### config.mk
export PLATFORM = sky130hd
export DESIGN_NAME = gate_multi_fault_queued_flat
export DESIGN_NICKNAME = d
export VERILOG_FILES = /design/src/rtl/gate_multi_fault_queued_if.sv /design/src/rtl/gate_multi_fault_queued.sv /design/src/flat_wrapper.sv
export SDC_FILE = /design/constraint.sdc
export NUM_CORES = 1
export LEC_CHECK = 0
export ABC_AREA = 1
export BUFFER_PORTS_ARGS = -buffer_cell sky130_fd_sc_hd__buf_4
export CAP_MARGIN = 20
export CORE_MARGIN = 1.5
export CORE_UTILIZATION = 61
export DETAILED_ROUTE_END_ITERATION = 8
export PLACE_DENSITY_LB_ADDON = 0.3
export SETUP_SLACK_MARGIN = 0.02
export SLEW_MARGIN = 20
export SYNTH_ARGS = -nofsm -noshare
export SYNTH_HDL_FRONTEND = slang
export SYNTH_SLANG_ARGS = --single-unit
### constraint.sdc
create_clock -name clk -period 2.3 [get_ports clk]
set_input_delay 0.23 -clock clk [delete_from_list [all_inputs] [get_ports clk]]
set_output_delay 0.23 -clock clk [all_outputs]
set_load 0.03 [all_outputs]
### src/rtl/gate_multi_fault_queued_if.sv
// Handshake bundle for gate_multi_fault_queued: gate inputs, mode select and fault trigger
// in one direction; pass pulse, queue status and overflow flag in the other.
interface gate_multi_fault_queued_if #(
    parameter int INPUT_COUNT = 2,
    parameter int QUEUE_DEPTH = 4
);
    localparam int PEND_W = $clog2(QUEUE_DEPTH + 1);

    logic [INPUT_COUNT-1:0] in;
    logic [1:0]             mode;
    logic                   fault_in;
    logic                   out;
    logic                   busy;
    logic                   overflow;
    logic [PEND_W-1:0]      pending;

    modport master (
        output in, mode, fault_in,
        input  out, busy, overflow, pending
    );

    modport slave (
        input  in, mode, fault_in,
        output out, busy, overflow, pending
    );
endinterface

### src/rtl/gate_multi_fault_queued.sv
// Faulty multi-input gate: fault_in pulses queue as triggers, each serviced by a small FSM that
// pulses out on a pass. Define GATE_FAULT_DET_MODES_EN to enable the AND/OR/XOR modes.
module gate_multi_fault_queued #(
    parameter int                    INPUT_COUNT = 2,
    parameter int                    LFSR_WIDTH  = 12,
    parameter logic [LFSR_WIDTH-1:0] LFSR_TAPS   = 12'h829,
    parameter logic [LFSR_WIDTH-1:0] RAND_SEED   = 12'hAAA,
    parameter int                    QUEUE_DEPTH = 4
) (
    input  logic clk,
    input  logic reset,
    input  logic logic_reset,
    gate_multi_fault_queued_if.slave bus
);
    localparam int PEND_W = $clog2(QUEUE_DEPTH + 1);
    localparam int CNT_W  = $clog2(INPUT_COUNT + 1);
    localparam logic [LFSR_WIDTH-1:0] LFSR_MAX = '1;
    localparam logic [LFSR_WIDTH-1:0] STEP     = LFSR_MAX / LFSR_WIDTH'(INPUT_COUNT);

    typedef enum logic [1:0] {S_IDLE, S_EVAL, S_PULSE} state_t;

    state_t                 state_q, state_d;
    logic [LFSR_WIDTH-1:0]  lfsr_q, lfsr_d;
    logic [LFSR_WIDTH-1:0]  threshold_q, threshold_d;
    logic [INPUT_COUNT-1:0] in_q, in_d;
    logic [1:0]             mode_q, mode_d;
    logic [1:0]             mode_sel;
    logic [PEND_W-1:0]      pending_q, pending_d;
    logic                   overflow_q, overflow_d;
    logic [CNT_W-1:0]       ones;
    logic                   pass;
    logic                   inc;
    logic                   dec;

`ifdef GATE_FAULT_DET_MODES_EN
    assign mode_sel = bus.mode;
`else
    // Mode port kept for pin compatibility; every trigger takes the weighted-random path.
    logic unused_mode;
    assign unused_mode = ^bus.mode;
    assign mode_sel    = 2'd0;
`endif

    always_comb begin
        ones = '0;
        for (int i = 0; i < INPUT_COUNT; i++) begin
            ones = ones + CNT_W'(bus.in[i]);
        end
    end

    // An all-zero register would stick forever, so it is reseeded instead of shifted.
    always_comb begin
        if (lfsr_q == '0) begin
            lfsr_d = RAND_SEED;
        end else begin
            lfsr_d = {lfsr_q[LFSR_WIDTH-2:0], ^(lfsr_q & LFSR_TAPS)};
        end
    end

    always_comb begin
        in_d        = in_q;
        mode_d      = mode_q;
        threshold_d = threshold_q;
        if ((bus.in != in_q) || (mode_sel != mode_q)) begin
            in_d        = bus.in;
            mode_d      = mode_sel;
            threshold_d = LFSR_WIDTH'(ones) * STEP;
        end
    end

    always_comb begin
        case (mode_q)
            2'd1:    pass = &in_q;
            2'd2:    pass = |in_q;
            2'd3:    pass = ^in_q;
            default: pass = (lfsr_q < threshold_q);
        endcase
    end

    assign inc = bus.fault_in;
    assign dec = (state_q == S_IDLE) && (pending_q != '0);

    always_comb begin
        state_d    = state_q;
        pending_d  = pending_q;
        overflow_d = overflow_q;
        case (state_q)
            S_IDLE:  if (pending_q != '0) state_d = S_EVAL;
            S_EVAL:  state_d = pass ? S_PULSE : S_IDLE;
            S_PULSE: state_d = S_IDLE;
            default: state_d = S_IDLE;
        endcase
        if (inc && !dec) begin
            if (pending_q == PEND_W'(QUEUE_DEPTH)) begin
                overflow_d = 1'b1;
            end else begin
                pending_d = pending_q + 1'b1;
            end
        end else if (!inc && dec) begin
            pending_d = pending_q - 1'b1;
        end
        // Trigger path clear wins over any same-cycle trigger, which is silently dropped.
        if (logic_reset) begin
            state_d    = S_IDLE;
            pending_d  = '0;
            overflow_d = 1'b0;
        end
    end

    always_ff @(posedge clk or negedge reset) begin
        if (!reset) begin
            state_q     <= S_IDLE;
            lfsr_q      <= RAND_SEED;
            threshold_q <= '0;
            in_q        <= '0;
            mode_q      <= 2'd0;
            pending_q   <= '0;
            overflow_q  <= 1'b0;
        end else begin
            state_q     <= state_d;
            lfsr_q      <= lfsr_d;
            threshold_q <= threshold_d;
            in_q        <= in_d;
            mode_q      <= mode_d;
            pending_q   <= pending_d;
            overflow_q  <= overflow_d;
        end
    end

    assign bus.out      = (state_q == S_PULSE);
    assign bus.busy     = (state_q != S_IDLE) || (pending_q != '0);
    assign bus.overflow = overflow_q;
    assign bus.pending  = pending_q;
endmodule

### src/flat_wrapper.sv
// flat-port wrapper written by rule: the top's interface ports become plain ports
module gate_multi_fault_queued_flat 
#(
    parameter int                    INPUT_COUNT = 2,
    parameter int                    LFSR_WIDTH  = 12,
    parameter logic [LFSR_WIDTH-1:0] LFSR_TAPS   = 12'h829,
    parameter logic [LFSR_WIDTH-1:0] RAND_SEED   = 12'hAAA,
    parameter int                    QUEUE_DEPTH = 4
)
  (clk, reset, logic_reset, bus_in, bus_mode, bus_fault_in, bus_out, bus_busy, bus_overflow, bus_pending);
  gate_multi_fault_queued_if #(.INPUT_COUNT(INPUT_COUNT), .QUEUE_DEPTH(QUEUE_DEPTH)) bus_i ();
  input  logic clk;
  input  logic reset;
  input  logic logic_reset;
  input wire logic [$bits(bus_i.in)-1:0] bus_in;
  input wire logic [$bits(bus_i.mode)-1:0] bus_mode;
  input wire logic [$bits(bus_i.fault_in)-1:0] bus_fault_in;
  output wire logic [$bits(bus_i.out)-1:0] bus_out;
  output wire logic [$bits(bus_i.busy)-1:0] bus_busy;
  output wire logic [$bits(bus_i.overflow)-1:0] bus_overflow;
  output wire logic [$bits(bus_i.pending)-1:0] bus_pending;
  assign bus_i.in = bus_in;
  assign bus_i.mode = bus_mode;
  assign bus_i.fault_in = bus_fault_in;
  assign bus_out = bus_i.out;
  assign bus_busy = bus_i.busy;
  assign bus_overflow = bus_i.overflow;
  assign bus_pending = bus_i.pending;
  gate_multi_fault_queued #(.INPUT_COUNT(INPUT_COUNT), .LFSR_WIDTH(LFSR_WIDTH), .LFSR_TAPS(LFSR_TAPS), .RAND_SEED(RAND_SEED), .QUEUE_DEPTH(QUEUE_DEPTH)) u_core (.clk(clk), .reset(reset), .logic_reset(logic_reset), .bus(bus_i));
endmodule
# [Word-level counts from Yosys, hierarchy flattened]
# Cells that the tools add are included.
# Widths: inputs -> output; s select.
[word_totals] reg_bits=32 latchBits=0 ramBits=0 rom_bits=0 in_bits=8 wordCells=45 memories=0
[classes] add_sub_neg=3 n_mul=1 div=0 order_cmp=1 eq_ne=6 n_shift=0 mux=12 n_bitwise=0 n_reduce_logical=16
[ops] cell="$logic_not 12->1" n=1
[ops] cell="$lt 12x12->1" n=1
[ops] cell="$mul 2x11->12 const B" n=1
[ops] cell="$mux 12" n=1
[ops] cell="$mux 3" n=4
[ops] cell="$reduce_xor 12->1" n=1
[ops] cell="$mux 2" n=3
[ops] cell="$ne 3x3->1 const B" n=2
[ops] cell="$reduce_bool 2->1" n=3
[ops] cell="$reduce_bool 3->1" n=2
[ops] cell="$pmux 2 s2" n=1
[ops] cell="$reduce_and 2->1" n=2
[ops] cell="$add 3x1->3 const B" n=1
[ops] cell="$eq 3x3->1 const B" n=1
[ops] cell="$logic_and 1x1->1" n=3
[ops] cell="$mux 1" n=3
[ops] cell="$sub 3x1->3 const B" n=1
[ops] cell="$add 1x1->2" n=1
[ops] cell="$eq 2x1->1 const B" n=1
[ops] cell="$eq 2x2->1 const B" n=1
[ops] cell="$logic_not 1->1" n=2
[ops] cell="$logic_not 2->1" n=1
[ops] cell="$ne 2x2->1" n=1
[ops] cell="$logic_or 1x1->1" n=1

# [Logic depth before layout (Yosys ltp)]
[depth] depth_word=6 depth_mapped=11 ltp_nobuf=11

# [Least setup slack after synthesis]
# No wires, ideal clock.
[synth_timing] path_kind="register to register" start="reg u_core.pending_q[1], in the netlist u_core.bus.pending[1]" end="reg u_core.pending_q[2], in the netlist u_core.bus.pending[2]" setup_time_ps=118 arrival_time_ps=1679 path_slack_ps=503 path_stages_with_launch=11 n_path_buf=0 period_less_slack_ps=1797 path_cell_list="dfrtp_1 > clkinv_2 > nand3_2 > nand2_2 > nand2_2 > inv_1 > fa_1 > xor2_1 > nand3_1 > nand4_1 > nand2_1"
[synth_between] elab_chain_len=6 word_cells_on_any_way=15 cone_classes="add/sub: 2; eq/ne: 2; mux: 4; reduce/logical: 7"
[synth_lines] item="start, declared" line="gate_multi_fault_queued.sv:28" rtl="logic [PEND_W-1:0] pending_q, pending_d;"
[synth_lines] item="start signal, assigned" line="gate_multi_fault_queued.sv:125" rtl="pending_q <= pending_d;"
[synth_lines] item="parallel branches: the longest is 6 deep, another holds $sub 3x1->3"
# Several ways; the timed one is not identified. The select of a mux whose other input is x is not followed.
# A chain may end at the register's enable or synchronous reset.

# [Worst setup path in the final report]
[layout_timing] start="reg u_core.pending_q[2], in the netlist u_core.bus.pending[2]" end="reg u_core.pending_q[2], in the netlist u_core.bus.pending[2]"
# The elaborated chain is that of the path after synthesis.

==> out/metrics.cfg <==
[run_status]
outcome = completed

[clocking]
holdBufCountCts = 1
ctsHtreeMaxLevel = 1
tritoncts = built
cts_buffers = 3
clk_path_buf_depth = 2
path_clk_slew_ns = 0.12
cts.sinks = 23
cts_resized = 0
ctsRootBufferMaster = clkbuf_4
clkLatencyLatePin_ns = 0.30
post_cts_buffers = 0

[layout]
final_cell_mix = nand2_1 (32), inv_1 (23), dfrtp_1 (17), ha_1 (13), buf_4 (11)
final_common_cell = nand2_1
final_util = 0.716
finalNetCount = 178
antenna_cells = 0
n_fill_cell = 162
areaGrowthSynthToFinish_pct = 9.99
drive_gt1_frac = 0.194

[hold_path]
min_path_type = in2reg

[setup_path]
required_ns = 2.51
crit_path_max_fanout = 5
cp_num_buf_inv = 2
worstSetupPathType = reg2reg
worstPathCellList = inv_2 -> nand3_2 -> nand2_2 -> nand2_2 -> inv_1 -> fa_1 -> xor2_1 -> nand3_1 -> nand4_1 -> nand2_1
cp-start-kind = flip-flop
crit_slowest_cell = dfrtp_1
critical_path.top_delay_family = simple AND/OR/NAND/NOR gates
cp_common_cell = nand2_2
slowest_delay_ns = 0.47
arrival_ns = 1.97
endpoint_kind = flip-flop

[global_routing]
overflow = 0
grt_antenna_before_repair = 0
grt.total_usage = 0.211
grt_max_degree = 24
grt_first_pass_wirelength_um = 3860
grt_pass1_vias = 923

[route]
via_count = 918
totalWireLength_um = 2180
drc = 0
routed_via_density = 5.04
initialDrtViolationCount = 11
ant_nets = 0
dr.pass1.iters = 4
wire_per_inst_um = 12.0

[floorplan]
dieArea_mm2 = 0.00238
ioPinCount = 14
fp.coreArea_mm2 = 0.00196
chipHeight_um = 48.8
start_util = 0.651
core.rowCount = 16
die_w_um = 48.8

[synthesis]
syn_nets = 168
ys_types = 24
synth_seq_cells = 23
syn_area_per_cell_um2 = 8.75
synth_edf_count = 0
synth_ff_type = dfrtp_1
synth_area_mm2 = 0.00128
syn_inst = 146
yosysSeqAreaShare = 0.456
yosys_warnings = 0
synth_async_sr_flop_share = 1.00

[pwr]
peakVddDrop_uv = 901
power_per_cell_area_mw_per_mm2 = 862
p_leak_nw = 0.767

[placement]
port_buffers = 11
place.gp.congestion = 0.859
hpwl_um = 1680

[sta]
rsz0062_at_grt = false
hold_violations = 0
finalCritPeriodShare = 0.767
finalSetupViolCount = 0
fmax_mhz = 567
maxSlewViolCount = 0
min_period_ns = 1.76
relSlewSlack = 0.759
clock_skew_ns = 0.00171
worstMarginPinSlew_ns = 0.361
tns_ns = 0

[job]
max_cap_violations = 0

metrics by stage:
step           total power [mW]  hold WS, ns  setup slack (ns)  cell area (µm²)  cells
3_3_place_gp               1.01        0.132             0.639             1370    177
3_5_place_dp               1.04        0.133             0.566             1370    177
6_report                   1.21       0.0525             0.537             1410    182
4_1_cts                    1.22       0.0492             0.535             1410    182
5_1_grt                    1.30       0.0450             0.383             1410    182
2_1_floorplan             0.877      -0.0656             0.503             1280    146
final cells by class:
type,instances,area [µm²],area share
flip-flops and latches,23,583,0.415
multi-input cells,90,569,0.405
clock inverters,1,5.00,0.00356
repair buffers,12,92.6,0.0659
inverters,26,98.8,0.0703
clock buffers,3,22.5,0.0160
well taps,27,33.8,0.0240
power breakdown:
group / switching (mW) / internal [mW] / total, mW
clock: 0.115 / 0.0649 / 0.180
combinational: 0.344 / 0.192 / 0.535
sequential: 0.0461 / 0.450 / 0.496
state kept, by name, indices dropped and copies added, names as in the netlist:
signal               cells
u_core.bus.pending       3
u_core.threshold_q       3
u_core.in_q              2
u_core.state_q           2
u_core.lfsr_q           12
u_core.bus.overflow      1
cell families (layout without fill, tap and decap cells):
| group | after synthesis | after routing | synth area share |
|---|---|---|---|
| flip-flops | 23 | 23 | 0.456 |
| XOR/XNOR | 6 | 6 | 0.0411 |
| AND/OR/NAND/NOR | 61 | 61 | 0.223 |
| AO/OA/AOI/OAI | 9 | 9 | 0.0382 |
| buffers and inverters | 33 | 42 | 0.0979 |
| adder cells (fa/ha/maj) | 14 | 14 | 0.143 |
routing by layer:
| layer | vias up | share of wire | global-route usage |
|---|---|---|---|
| met5 | - | 0 | 0 |
| met4 | 0 | 0.020 | 0.0857 |
| met3 | 5 | 0.023 | 0.0278 |
| met2 | 11 | 0.48 | 0.368 |
| met1 | 431 | 0.48 | 0.266 |
| li1 | 471 | - | - |
Yosys cell counts (2+ instances only):
library cell  count  share of area
dfstp_2           6           0.12
nor2_1            8          0.024
clkbuf_1          7          0.021
a21oi_1           5          0.020
o21ai_1           2         0.0078
nand3_1           8          0.031
inv_1            23          0.068
dfrtp_1          17           0.33
inv_2             2         0.0059
xnor2_1           4          0.027
nand4_1           3          0.015
xor2_1            2          0.014
nand2_2           2         0.0098
nand2_1          32          0.094
ha_1             13           0.13
nor4_1            3          0.015
nand3_2           2          0.016
path summary, 6_finish.rpt:
kind                                       start                    end  slack [ns]  cells after the start
setup reg to reg           u_core.bus.pending[2]  u_core.bus.pending[2]        0.54                     10
min in group asynchronous                  reset       u_core.lfsr_q[4]        0.34                      2
hold / removal                         bus_in[1]         u_core.in_q[1]        0.05                      1
setup / recovery           u_core.bus.pending[2]  u_core.bus.pending[2]        0.54                     10
hold reg to reg                 u_core.lfsr_q[7]       u_core.lfsr_q[8]        0.42                      0
max in group asynchronous                  reset       u_core.lfsr_q[7]        1.68                      2
Note: power is estimated with default switching activity, not from simulation.
